<file path="config.mk">
export PLATFORM = sky130hd
export DESIGN_NAME = cube_write_ctl
export DESIGN_NICKNAME = d
export VERILOG_FILES = /design/src/rtl/cube_pkg.sv /design/src/rtl/cube_write_ctl.sv
export SDC_FILE = /design/constraint.sdc
export NUM_CORES = 1
export LEC_CHECK = 0
export ABC_CLOCK_PERIOD_IN_PS = 4000
export CAP_MARGIN = 30
export CORE_MARGIN = 8
export CORE_UTILIZATION = 54
export DETAILED_ROUTE_END_ITERATION = 10
export GPL_TIMING_DRIVEN = 0
export PLACE_DENSITY = 0.95
export SETUP_SLACK_MARGIN = 0.4
export SLEW_MARGIN = 25
export SYNTH_ARGS = -nofsm -noshare
export SYNTH_HDL_FRONTEND = slang
export SYNTH_SLANG_ARGS = --single-unit
export TNS_END_PERCENT = 20
</file>
<file path="constraint.sdc">
create_clock -name clk_in -period 4 [get_ports clk_in]
set_input_delay 0.8 -clock clk_in [delete_from_list [all_inputs] [get_ports clk_in]]
set_output_delay 0.8 -clock clk_in [all_outputs]
set_load 0.03 [all_outputs]
</file>
<file path="src/rtl/cube_pkg.sv">
// Shared definitions for the LED-cube write controller: command codes and FSM states.
package cube_pkg;

  localparam logic [7:0] CUBE_CMD_ADDR_WR   = 8'hcc;
  localparam logic [7:0] CUBE_CMD_DATA_WR   = 8'hda;
  localparam logic [7:0] CUBE_CMD_LAYER_SEL = 8'hce;

  typedef enum logic [1:0] {
    ST_IDLE = 2'd0,
    ST_ADDR = 2'd1,
    ST_LSEL = 2'd2,
    ST_DATA = 2'd3
  } state_e;

endpackage

</file>
<file path="src/rtl/cube_write_ctl.sv">
// Decodes a command/data byte stream into pixel addresses, colour byte enables
// and layer masks for writing a frame into the cube's pixel memories.
module cube_write_ctl
  import cube_pkg::*;
#(
  parameter int         LAYERS        = 8,
  parameter int         PIXELS        = 64,
  parameter int         COLORS        = 3,
  parameter logic [7:0] CMD_ADDR_WR   = CUBE_CMD_ADDR_WR,
  parameter logic [7:0] CMD_DATA_WR   = CUBE_CMD_DATA_WR,
  parameter logic [7:0] CMD_LAYER_SEL = CUBE_CMD_LAYER_SEL,
  localparam int        AW            = $clog2(PIXELS)
) (
  input  logic              clk_in,
  input  logic              rst_n_in,
  input  logic              dc_in,
  input  logic              byte_rdy_in,
  input  logic [7:0]        byte_data_in,
  output logic [AW-1:0]     wr_addr_out,
  output logic [COLORS:0]   byte_en_out,
  output logic [LAYERS-1:0] layer_en_out,
  output logic              frame_rdy_out,
  output logic              frame_err_out,
  output logic              busy_out
);

  localparam int              SW          = $clog2(LAYERS);
  localparam logic [COLORS:0] ADDR_EN     = (COLORS+1)'(1) << COLORS;
  localparam logic [COLORS:0] COLOR_FIRST = (COLORS+1)'(1) << (COLORS-1);
  localparam logic [AW-1:0]   LAST_PIXEL  = AW'(PIXELS-1);

  state_e            state_q, state_d;
  logic [AW-1:0]     wr_addr_q, wr_addr_d;
  logic [COLORS:0]   byte_en_q, byte_en_d;
  logic [LAYERS-1:0] layer_q, layer_d;
  logic [SW-1:0]     start_q, start_d;
  logic              seen_q, seen_d;
  logic              frame_rdy_q, frame_rdy_d;
  logic              frame_err_q, frame_err_d;
  logic [COLORS-1:0] col, col_rot;

  always_ff @(posedge clk_in or negedge rst_n_in) begin
    if (!rst_n_in) begin
      state_q     <= ST_IDLE;
      wr_addr_q   <= '0;
      byte_en_q   <= '0;
      layer_q     <= '0;
      start_q     <= SW'(LAYERS-1);
      seen_q      <= 1'b0;
      frame_rdy_q <= 1'b0;
      frame_err_q <= 1'b0;
    end else begin
      state_q     <= state_d;
      wr_addr_q   <= wr_addr_d;
      byte_en_q   <= byte_en_d;
      layer_q     <= layer_d;
      start_q     <= start_d;
      seen_q      <= seen_d;
      frame_rdy_q <= frame_rdy_d;
      frame_err_q <= frame_err_d;
    end
  end

  always_comb begin
    state_d     = state_q;
    wr_addr_d   = wr_addr_q;
    byte_en_d   = byte_en_q;
    layer_d     = layer_q;
    start_d     = start_q;
    seen_d      = seen_q;
    frame_rdy_d = 1'b0;
    frame_err_d = 1'b0;
    col         = byte_en_q[COLORS-1:0];
    col_rot     = (col >> 1) | (COLORS'(col[0]) << (COLORS-1));

    if (byte_rdy_in) begin
      if (!dc_in) begin
        // seen_q marks a data frame in progress, so any command mid-frame aborts it
        wr_addr_d = '0;
        seen_d    = 1'b0;
        if (state_q == ST_DATA && seen_q) frame_err_d = 1'b1;
        case (byte_data_in)
          CMD_ADDR_WR: begin
            state_d   = ST_ADDR;
            layer_d   = '1;
            byte_en_d = ADDR_EN;
          end
          CMD_LAYER_SEL: state_d = ST_LSEL;
          CMD_DATA_WR: begin
            state_d   = ST_DATA;
            layer_d   = LAYERS'(1) << start_q;
            byte_en_d = COLOR_FIRST;
          end
          default: ;
        endcase
      end else begin
        case (state_q)
          ST_ADDR: begin
            if (wr_addr_q == LAST_PIXEL) begin
              wr_addr_d = '0;
              layer_d   = '0;
              state_d   = ST_IDLE;
            end else begin
              wr_addr_d = wr_addr_q + AW'(1);
            end
          end
          ST_LSEL: begin
            start_d = SW'(byte_data_in % 8'(LAYERS));
            state_d = ST_IDLE;
          end
          ST_DATA: begin
            seen_d    = 1'b1;
            byte_en_d = {byte_en_q[COLORS], col_rot};
            // A pixel is done once its last colour byte has been taken
            if (col[0]) begin
              if (wr_addr_q == LAST_PIXEL) begin
                wr_addr_d = '0;
                if (layer_q[0]) begin
                  layer_d     = '0;
                  state_d     = ST_IDLE;
                  frame_rdy_d = 1'b1;
                  seen_d      = 1'b0;
                end else begin
                  layer_d = {layer_q[0], layer_q[LAYERS-1:1]};
                end
              end else begin
                wr_addr_d = wr_addr_q + AW'(1);
              end
            end
          end
          default: ;
        endcase
      end
    end
  end

  assign wr_addr_out   = wr_addr_q;
  assign byte_en_out   = byte_en_q;
  assign layer_en_out  = layer_q & {LAYERS{byte_rdy_in}};
  assign frame_rdy_out = frame_rdy_q;
  assign frame_err_out = frame_err_q;
  assign busy_out      = (state_q == ST_ADDR) || (state_q == ST_DATA);

endmodule

</file>
==> metrics.md, run 1 <==
| Metric | Value |
|---|---|
| CP Capture Type | `output pin` |
| Initial Util | `55.4%` |
| Sink Count | `26` |
| Top post-synthesis cells by area | `dfrtp_1 (38%), dfstp_2 (5.3%), a2bb2oi_1 (4.7%)` |
| Final Hold Viols | `0` |
| Skew final | `5.05 ps` |
| Mean Syn Cell Area | `10.1 sq um` |
| Worst Path Max Fanout | `10` |
| Post-CTS Setup Bufs | `0` |
| Clock power share | `20.1%` |
| RePlAce Congestion | `0.898` |
| Synth Register Bits | `26` |
| Maximum vdd drop | `0.000325 V` |
| TritonCTS clock tree | `done` |
| Status | `completed` |
| Overall routing resource usage | `15.5%` |
| Max Cap Viol | `0` |
| Synthesis Warnings | `0` |
| Unrepaired setup endpoints after global routing | `no` |
| Num rows | `19` |
| Slew @ Worst Pin | `560 ps` |
| Slew Limit Fails | `0` |
| Ys async rst share | `100%` |
| Skew-Pair Late Insertion Delay | `~320 ps` |
| # hold bufs at CTS | `0` |
| Nets | `198` |
| Post-synth EDFFs | `0` |
| Max clock buf depth | `2` |
| N_diodes | `0` |
| Comb pwr share | `25.8%` |
| Crit path max-delay family | `buffers and inverters` |
| Critical path data arrival time | `around 2700 ps` |
| # DRC | `0` |
| Post-route antenna net violation count | `0` |
| Final Setup Violations | `0` |
| Vias in the first global route | `around 1300` |
| Switch Pwr | `0.000178 W` |
| PD cells | `301 nW/um^2` |
| Critical-path cell list | `clkdlybuf4s50_1, clkbuf_8, clkbuf_1, and2_1, clkdlybuf4s50_1` |
| CP required | `roughly 3200 ps` |
| Mapped Area | `1500 sq um` |
| Vias after detailed routing | `1315` |
| Peak per-stage delay on the critical path | `670 ps` |
| HPWL Detailed | `2580 um` |
| Largest net degree at the start of global routing | `27` |
| Buf/Inv on CP | `4` |
| Final min period | `around 3500 ps` |
| Sequential share of power | `54.1%` |
| Share of cells above drive strength 1 | `about 14%` |
| I/O pin cnt | `33` |
| Via/cell ratio | `6.12` |
| Wire per inst | `16.0 um` |
| Clock-pin slew on the worst setup and hold paths | `approximately 140 ps` |
| Final Cycle Share | `about 87%` |
| Post-Synthesis Cells | `between 100 and 150` |
| Slowest CP cell | `clkdlybuf4s50_1` |
| Top_reg_cell synth | `dfrtp_1` |
| Crit-path most repeated cell | `clkdlybuf4s50_1` |
| DR iter-0 viols | `56` |
| Switching Fraction | `31.4%` |
| CP Launch Type | `input pin` |
| Total grt overflow | `0` |
| Critical Setup Path Class | `in2out` |
| Syn_nets | `161` |
| # fillers | `207` |
| Final total power | `0.000567 W` |
| First-pass GRT wire length | `5750 um` |
| Die ar. | `~4700 sq um` |
| FMAX | `287 MHz` |
| Core Region | `2710 sq um` |
| Leakage power | `0.756 nW` |
| First-pass DRT Iterations | `4` |
| Slew HR | `62.7%` |
| Area leader, netlist | `dfrtp_1` |
| Overall die width | `68.7 um` |
| Synth cell types | `50` |
| Pint | `0.000389 W` |
| Yosys top cell area share | `a little under two fifths` |
| CTS root buf | `clkbuf_4` |
| Die outline height | `68.7 um` |
| Total CTS buffers | `3` |
| TNS Setup | `0 ps` |
| Post-Route WL | `3440 um` |
| Post-CTS sizing | `0` |
| Register area share after synthesis | `43.6%` |
| Area Growth Syn to Fin | `25.3%` |
| Worst hold path class | `in2async` |
| H-tree lvl count | `1` |
| Initial antenna violation count | `0` |
| Number of port buffers | `32` |
## final timing paths
kind	from	endpoint	slack, ps	depth (start not counted)
max in group asynchronous	rst_n_in	start_q[1]$_DFFE_PN1P_	3170	1
max	byte_rdy_in	layer_en_out[6]	510	5
min reg2reg	seen_q$_DFFE_PN0P_	seen_q$_DFFE_PN0P_	540	1
max reg2reg	wr_addr_out[0]$_DFFE_PN0P_	state_q[1]$_DFFE_PN0P_	2300	5
min in group clk_in	seen_q$_DFFE_PN0P_	seen_q$_DFFE_PN0P_	540	1
min	rst_n_in	frame_rdy_out$_DFF_PN0_	450	1
## synth_stat cells, types with 2 or more instances
cell type	n
dfrtp_1	23
nand2_1	13
a2bb2oi_1	8
and2_1	8
nor2_1	8
nand3_1	7
a22oi_1	6
inv_1	6
o21ai_0	6
a32o_1	4
a21oi_1	3
dfstp_2	3
nand4_1	3
nor2b_1	3
xor2_1	3
a21o_1	2
a21oi_2	2
a22o_1	2
a31oi_1	2
clkbuf_1	2
clkbuf_8	2
mux2_2	2
o2111ai_1	2
o21ai_2	2
## kinds of logic (layout without fill, tap and decap cells)
logic type               count (synthesis)  in the layout  share of synthesized area, %
XOR/XNOR                                 3              3                          1.75
AND/OR/NAND/NOR                         54             54                          20.8
flip-flops                              26             26                          43.6
multiplexers                             4              4                          2.92
adder cells (fa/ha/maj)                  1              1                         0.833
buffers and inverters                   12             48                          4.83
AO/OA/AOI/OAI                           48             48                          25.3
## cells in the final DEF, fill, tap and decap left out, types with 2 or more instances in the layout
master / netlist / final
o2111ai_1: 2 / 2
and2_1: 8 / 8
a21oi_2: 2 / 2
clkbuf_8: 2 / 2
a22o_1: 2 / 2
clkbuf_1: 2 / 3
a22oi_1: 6 / 6
inv_1: 6 / 6
nand3_1: 7 / 7
o21ai_2: 2 / 2
xor2_1: 3 / 3
clkbuf_4: 0 / 3
a21o_1: 2 / 2
nand2_1: 13 / 13
mux2_2: 2 / 2
o21ai_0: 6 / 6
a31oi_1: 2 / 2
a2bb2oi_1: 8 / 8
nor2_1: 8 / 8
a32o_1: 4 / 4
dfstp_2: 3 / 3
dfrtp_1: 23 / 23
clkdlybuf4s50_1: 0 / 31
a21oi_1: 3 / 3
nor2b_1: 3 / 3
nand4_1: 3 / 3
## power groups by stage
stage	Sequential [W]	Combinational, W	Clock, W
detailed placement	0.000311	0.000147	0
floorplan	0.000328	0.0000650	0
CTS	0.000306	0.000147	0.000118
global placement	0.000309	0.000144	0
global route	0.000311	0.000157	0.000128
finish	0.000306	0.000146	0.000114
## sequential cells by signal, indices dropped and copies added, names as in the netlist
register,count
state_q,2
wr_addr_out,6
start_q,3
layer_q,8
seen_q,1
frame_err_out,1
byte_en_out,4
frame_rdy_out,1
## final cells by class
type	count	area (sq um)	area share [%]
multi-input cells	110	774	41.2
flip-flops and latches	26	654	34.8
repair buffers	32	315	16.8
plain buffers	5	46.3	2.46
well taps	31	38.8	2.06
clock buffers	4	26.3	1.40
inverters	7	26.3	1.40
## stage by stage
stage          instance area [sq um]  hold slack (ps)  utilization (%)  std cells  setup slack [ps]
5_1_grt                         1880              475             69.4        215               467
3_5_place_dp                    1860              506             68.5        211               521
6_report                        1880              450             69.4        215               515
2_1_floorplan                   1500              467                -        148              1740
3_3_place_gp                    1860              485             68.7        211               538
4_1_cts                         1880              464             69.4        215               520
## per-layer routing
metal | up-vias | global-route usage (%) | routed length (um)
met1 | 642 | 19.9 | 1510
li1 | 632 | - | -
met3 | 8 | 2.91 | 214
met4 | 0 | 6.52 | 54
met5 | - | 0 | 0
met2 | 33 | 25.1 | 1660
Note: power is estimated with default switching activity, not from simulation.
==> inputs of run 2 (changes only) <==
--- a/config.mk
+++ b/config.mk
@@ -5,10 +5,11 @@
 export SDC_FILE = /design/constraint.sdc
 export NUM_CORES = 1
 export LEC_CHECK = 0
+export ABC_AREA = 1
 export ABC_CLOCK_PERIOD_IN_PS = 4000
 export CAP_MARGIN = 30
 export CORE_MARGIN = 8
-export CORE_UTILIZATION = 54
+export CORE_UTILIZATION = 55
 export DETAILED_ROUTE_END_ITERATION = 10
 export GPL_TIMING_DRIVEN = 0
 export PLACE_DENSITY = 0.95
==> run 2 against run 1 <==
  * Global-route usage is 0.79 points higher
  * Total power is 52% higher
  * Routed wire length is 8.3% higher
==> metrics.md, run 2 <==
| Metric | Value |
|---|---|
| Total grt overflow | `0` |
| Leakage power | `approximately 1.0 nW` |
| HPWL Detailed | `2810 um` |
| N_diodes | `0` |
| First-pass DRT Iterations | `4` |
| Via/cell ratio | `a little over 5` |
| I/O pin cnt | `33` |
| Num rows | `19` |
| Ys async rst share | `100%` |
| Post-synth EDFFs | `0` |
| Synth cell types | `29` |
| Skew final | `8.77 ps` |
| Die outline height | `70.2 um` |
| Clock-pin slew on the worst setup and hold paths | `150 ps` |
| Mapped Area | `1620 sq um` |
| Synth Register Bits | `26` |
| Critical Setup Path Class | `in2out` |
| Share of cells above drive strength 1 | `8.86%` |
| Skew-Pair Late Insertion Delay | `330 ps` |
| Register area share after synthesis | `about 40%` |
| Commonest non-fill, non-tap cell in the layout | `nand2_1` |
| Slowest CP cell | `clkdlybuf4s50_1` |
| Largest net degree at the start of global routing | `27` |
| TNS Setup | `0 ps` |
| Area leader, netlist | `dfrtp_1` |
| Overall routing resource usage | `16.3%` |
| Top post-synthesis cells by area | `dfrtp_1 (36%), nand2_1 (20%), nand3_1 (7.4%)` |
| FF+latch area | `~650 sq um` |
| Top_reg_cell synth | `dfrtp_1` |
| Post-Synthesis Cells | `235` |
| Die ar. | `4930 sq um` |
| Yosys top cell area share | `a little over a third` |
| CP required | `3200 ps` |
| Synthesis Warnings | `0` |
| Number of port buffers | `32` |
| Post-CTS Setup Bufs | `0` |
| Max Cap Viol | `0` |
| FMAX | `about 300 MHz` |
| CTS root buf | `clkbuf_4` |
| Critical-path cell list | `clkdlybuf4s50_1, clkbuf_1, nand2_1, inv_1, clkdlybuf4s50_1` |
| DR iter-0 viols | `85` |
| Final Cycle Share | `83.3%` |
| Slew Limit Fails | `0` |
| Most frequent cells in the layout | `nand2_1 (84), inv_1 (32), clkdlybuf4s50_1 (31)` |
| Total CTS buffers | `3` |
| Crit-path most repeated cell | `clkdlybuf4s50_1` |
| Syn_nets | `between 200 and 250` |
| Sink Count | `26` |
| Max clock buf depth | `2` |
| TritonCTS clock tree | `done` |
| Wire per inst | `12.3 um` |
| Vias in the first global route | `1557` |
| RePlAce Congestion | `0.894` |
| Commonest cells in the synthesized netlist | `nand2_1 (84), inv_1 (32), nor2_1 (26)` |
| # hold bufs at CTS | `0` |
| Buf/Inv on CP | `4` |
| CP Capture Type | `output pin` |
| Unrepaired setup endpoints after global routing | `no` |
| Worst hold path class | `in2async` |
| Largest Register | `layer_q` |
| Status | `completed` |
| Overall die width | `70.2 um` |
| Slew @ Worst Pin | `549 ps` |
| First-pass GRT wire length | `6780 um` |
| # DRC | `0` |
| CP Launch Type | `input pin` |
| Maximum vdd drop | `0.000344 V` |
| Nets | `285` |
| Final Setup Violations | `0` |
| Post-CTS sizing | `0` |
| Count leader, synth | `nand2_1` |
| Critical path data arrival time | `~2500 ps` |
| Reg-to-reg setup timing slack | `2330 ps` |
| Final Hold Viols | `0` |
| # fillers | `222` |
| Area Growth Syn to Fin | `25.2%` |
| Final min period | `~3300 ps` |
| Max reg flops | `8` |
| H-tree lvl count | `1` |
| Peak per-stage delay on the critical path | `690 ps` |
| Slew HR | `63.4%` |
| Worst Path Max Fanout | `10` |
| Vias after detailed routing | `1557` |
| PD cells | `426 nW/um^2` |
| Final total power | `roughly 0.00086 W` |
| Core Region | `2780 sq um` |
| Area occupied by multi-input gates | `between 800 and 900 sq um` |
| Post-route antenna net violation count | `0` |
| Initial antenna violation count | `0` |
| Initial Util | `58.1%` |
| Mean Syn Cell Area | `between 6 and 7 sq um` |
| Crit path max-delay family | `buffers and inverters` |
| Post-Route WL | `~3700 um` |
[run 2: routing by layer]
layer	global-route usage, %	vias to the layer above	wire length (um)
met4	10.0	0	143
met1	19.7	680	1650
met2	26.2	60	1710
li1	-	804	-
met5	0	-	0
met3	2.82	13	217
[run 2: logic make-up (layout without fill, tap and decap cells)]
family	after synthesis	after routing	share of synthesized area (%)
compound gates	16	16	6.27
xor+xnor	1	1	0.542
fa+ha+maj	1	1	0.774
buf+inv	38	74	9.14
flops	26	26	40.5
simple gates	153	153	42.8
[run 2: cell type report]
cell class,instances,area share (%)
plain buffers,4,0.990
clock buffers,3,1.11
clock inverters,1,1.49
inverters,34,6.31
multi-input cells,171,40.2
flip-flops and latches,26,32.4
well taps,31,1.92
repair buffers,32,15.6
[run 2: final timing paths]
path | from | end | depth (start not counted)
hold reg to reg | start_q[2]$_DFFE_PN1P_ | start_q[2]$_DFFE_PN1P_ | 2
hold / removal | rst_n_in | wr_addr_out[3]$_DFFE_PN0P_ | 1
min in group clk_in | start_q[2]$_DFFE_PN1P_ | start_q[2]$_DFFE_PN1P_ | 2
setup / recovery | byte_rdy_in | layer_en_out[3] | 5
setup reg to reg | wr_addr_out[0]$_DFFE_PN0P_ | layer_q[4]$_DFFE_PN0P_ | 8
max in group asynchronous | rst_n_in | start_q[1]$_DFFE_PN1P_ | 1
[run 2: power by group]
group          internal, W  leakage [nW]  switching [W]  total, W
registers         0.000311         0.333      0.0000561  0.000367
clock network     0.000101        0.0279      0.0000814  0.000183
logic             0.000124         0.659       0.000186  0.000310
[run 2: worst reg2reg max path, stage by stage (launching register included)]
cell,delay (ps)
dfrtp_1,480
ha_1,240
nand3_2,140
o21bai_4,180
inv_2,90
nor2_8,190
nand2_4,110
nand2_1,80
nand2_1,60
[run 2: per-stage QoR]
stage,setup slack (ps),instance area (sq um),cells,hold slack [ps],utilization [%]
2_1_floorplan,1870,1620,235,468,-
3_3_place_gp,708,1970,298,485,71.0
3_5_place_dp,660,1970,298,493,70.8
4_1_cts,658,2020,302,453,72.7
5_1_grt,569,2020,302,466,72.7
6_report,669,2020,302,422,72.7
==> inputs of run 3 (changes only) <==
--- a/config.mk
+++ b/config.mk
@@ -6,13 +6,13 @@
 export NUM_CORES = 1
 export LEC_CHECK = 0
 export ABC_AREA = 1
-export ABC_CLOCK_PERIOD_IN_PS = 4000
+export ABC_CLOCK_PERIOD_IN_PS = 3440
 export CAP_MARGIN = 30
 export CORE_MARGIN = 8
-export CORE_UTILIZATION = 55
+export CORE_UTILIZATION = 51
 export DETAILED_ROUTE_END_ITERATION = 10
 export GPL_TIMING_DRIVEN = 0
-export PLACE_DENSITY = 0.95
+export PLACE_DENSITY = 0.9
 export SETUP_SLACK_MARGIN = 0.4
 export SLEW_MARGIN = 25
 export SYNTH_ARGS = -nofsm -noshare
==> constraint.sdc (replaced) <==
create_clock -name clk_in -period 3.44 [get_ports clk_in]
set_input_delay 0.688 -clock clk_in [delete_from_list [all_inputs] [get_ports clk_in]]
set_output_delay 0.688 -clock clk_in [all_outputs]
set_load 0.03 [all_outputs]
==> run 3 against run 2 <==
  * Sequential cell count did not move
  * Final area is 0.43% lower
  * Critical endpoint is now layer_en_out[1]
  * Critical path depth unchanged
  * Sequential share of layout area rose by 0.14 points
  * Die area is 6.0% higher
  * Worst hold slack worse by 74 ps
  * Register-to-register slack got worse by 540 ps
  * Clock power fell by 26%
  * Global-route usage down 2.0 points
  * Clock skew decreased by 6.4 ps
  * Non-clock buffer count unchanged
==> metrics.md, run 3 (synthesis gave the netlist of run 2 again) <==
| Metric | Value |
|---|---|
| CTS root buf | `clkbuf_4` |
| I/O pin cnt | `33` |
| Pint | `0.000552 W` |
| Buf/Inv on CP | `4` |
| Post-Route WL | `3500 um` |
| Via/cell ratio | `4.88` |
| Final Cycle Share | `84.9%` |
| First-pass DRT Iterations | `4` |
| First-pass GRT wire length | `6170 um` |
| HPWL Detailed | `2720 um` |
| Clock-pin slew on the worst setup and hold paths | `140 ps` |
| Sequential share of power | `a little under half` |
| Die ar. | `5220 sq um` |
| Sink Count | `26` |
| Slew @ Worst Pin | `591 ps` |
| TritonCTS clock tree | `done` |
| Most frequent cells in the layout | `nand2_1 (84), inv_1 (32), clkdlybuf4s50_1 (31)` |
| Switch Pwr | `0.000364 W` |
| Core Region | `3030 sq um` |
| Wire per inst | `around 11 um` |
| Commonest non-fill, non-tap cell in the layout | `nand2_1` |
| Vias in the first global route | `1462` |
| Leakage power | `1.01 nW` |
| Slew Limit Fails | `0` |
| Skew final | `2.39 ps` |
| # DRC | `0` |
| Total grt overflow | `0` |
| Final min period | `just under 3000 ps` |
| H-tree lvl count | `1` |
| Max reg flops | `8` |
| Peak per-stage delay on the critical path | `about 660 ps` |
| Final Setup Violations | `0` |
| Slew HR | `60.6%` |
| Max clock buf depth | `2` |
| FF+latch area | `654 sq um` |
| Post-layout util | `66.5%` |
| Status | `completed` |
| Initial Util | `53.3%` |
| Comb pwr share | `39.0%` |
| Worst Path Max Fanout | `10` |
| Critical-path cell list | `clkdlybuf4s50_1, clkbuf_2, nand2_1, inv_1, clkdlybuf4s50_1` |
| RePlAce Congestion | `0.903` |
| Unrepaired setup endpoints after global routing | `no` |
| Max Cap Viol | `0` |
| Critical Setup Path Class | `in2out` |
| Switching Fraction | `between 30% and 40%` |
| Critical path data arrival time | `around 2200 ps` |
| FMAX | `342 MHz` |
| Crit-path most repeated cell | `clkdlybuf4s50_1` |
| Initial antenna violation count | `0` |
| Maximum vdd drop | `0.000348 V` |
| Skew-Pair Late Insertion Delay | `320 ps` |
| # fillers | `263` |
| Overall routing resource usage | `about 14%` |
| PD cells | `455 nW/um^2` |
| Crit path max-delay family | `buffers and inverters` |
| Total CTS buffers | `3` |
| N_diodes | `0` |
| Overall die width | `roughly 72 um` |
| Number of port buffers | `32` |
| Vias after detailed routing | `1538` |
| CP required | `2750 ps` |
| Post-route antenna net violation count | `0` |
| Clock power share | `14.8%` |
| Worst hold path class | `in2async` |
| Num rows | `20` |
| Area Growth Syn to Fin | `24.6%` |
| Largest net degree at the start of global routing | `27` |
| TNS Setup | `0 ps` |
| RR Startpoint | `wr_addr_out[0]$_DFFE_PN0P_` |
| Slowest CP cell | `clkdlybuf4s50_1` |
| Largest Register | `layer_q` |
| Worst setup startpoint | `byte_rdy_in` |
| Share of cells above drive strength 1 | `8.86%` |
| Area occupied by multi-input gates | `813 sq um` |
| CP Launch Type | `input pin` |
| DR iter-0 viols | `about 120` |
| Nets | `285` |
| CP Capture Type | `output pin` |
| Die outline height | `between 70 and 80 um` |
| Final Hold Viols | `0` |
[run 3: area by class of cell]
type | count | share of cell area [%]
buffer | 4 | 1.06
clock buffer | 4 | 1.31
multi-input combinational | 171 | 40.4
inverter | 34 | 6.34
timing repair buffer | 32 | 15.7
tap | 44 | 2.73
sequential | 26 | 32.5
[run 3: power groups by stage]
stage / combinational, W / sequential (W) / clock (W)
floorplan: 0.000183 / 0.000463 / 0
CTS: 0.000361 / 0.000423 / 0.000136
finish: 0.000357 / 0.000423 / 0.000135
detailed placement: 0.000359 / 0.000429 / 0
global placement: 0.000353 / 0.000429 / 0
global route: 0.000391 / 0.000437 / 0.000152
[run 3: timing repair]
action,4_1_cts,5_1_grt
resized for setup,1,0
hold buffers,0,0
setup endpoints to repair,8,0
buffers inserted,0,0
[run 3: metrics by stage]
| stage | power [W] | hold slack, ps | setup slack [ps] | cell area (sq um) | cells |
|---|---|---|---|---|---|
| finish | 0.000916 | 348 | 520 | 2010 | 315 |
| global route | 0.000980 | 366 | 450 | 2010 | 315 |
| CTS | 0.000920 | 363 | 510 | 2010 | 315 |
| detailed placement | 0.000788 | 490 | 330 | 1990 | 311 |
| global placement | 0.000782 | 484 | 343 | 1990 | 311 |
| floorplan | 0.000645 | 392 | 1540 | 1620 | 235 |
[run 3: worst paths after layout]
path	slack, ps	endpoint	cells past startpoint
max	520	layer_en_out[1]	5
min	350	wr_addr_out[0]$_DFFE_PN0P_	1
max reg2reg	1790	layer_q[2]$_DFFE_PN0P_	8
min reg2reg	520	frame_err_out$_DFF_PN0_	2
max in group asynchronous	2710	wr_addr_out[2]$_DFFE_PN0P_	1
min in group clk_in	520	frame_err_out$_DFF_PN0_	2
[run 3: per-layer routing]
metal	vias up	wire, um	global-route usage [%]
met2	45	1570	22.4
met4	0	57	6.58
li1	807	-	-
met1	681	1740	18.8
met3	5	127	1.93
met5	-	0	0
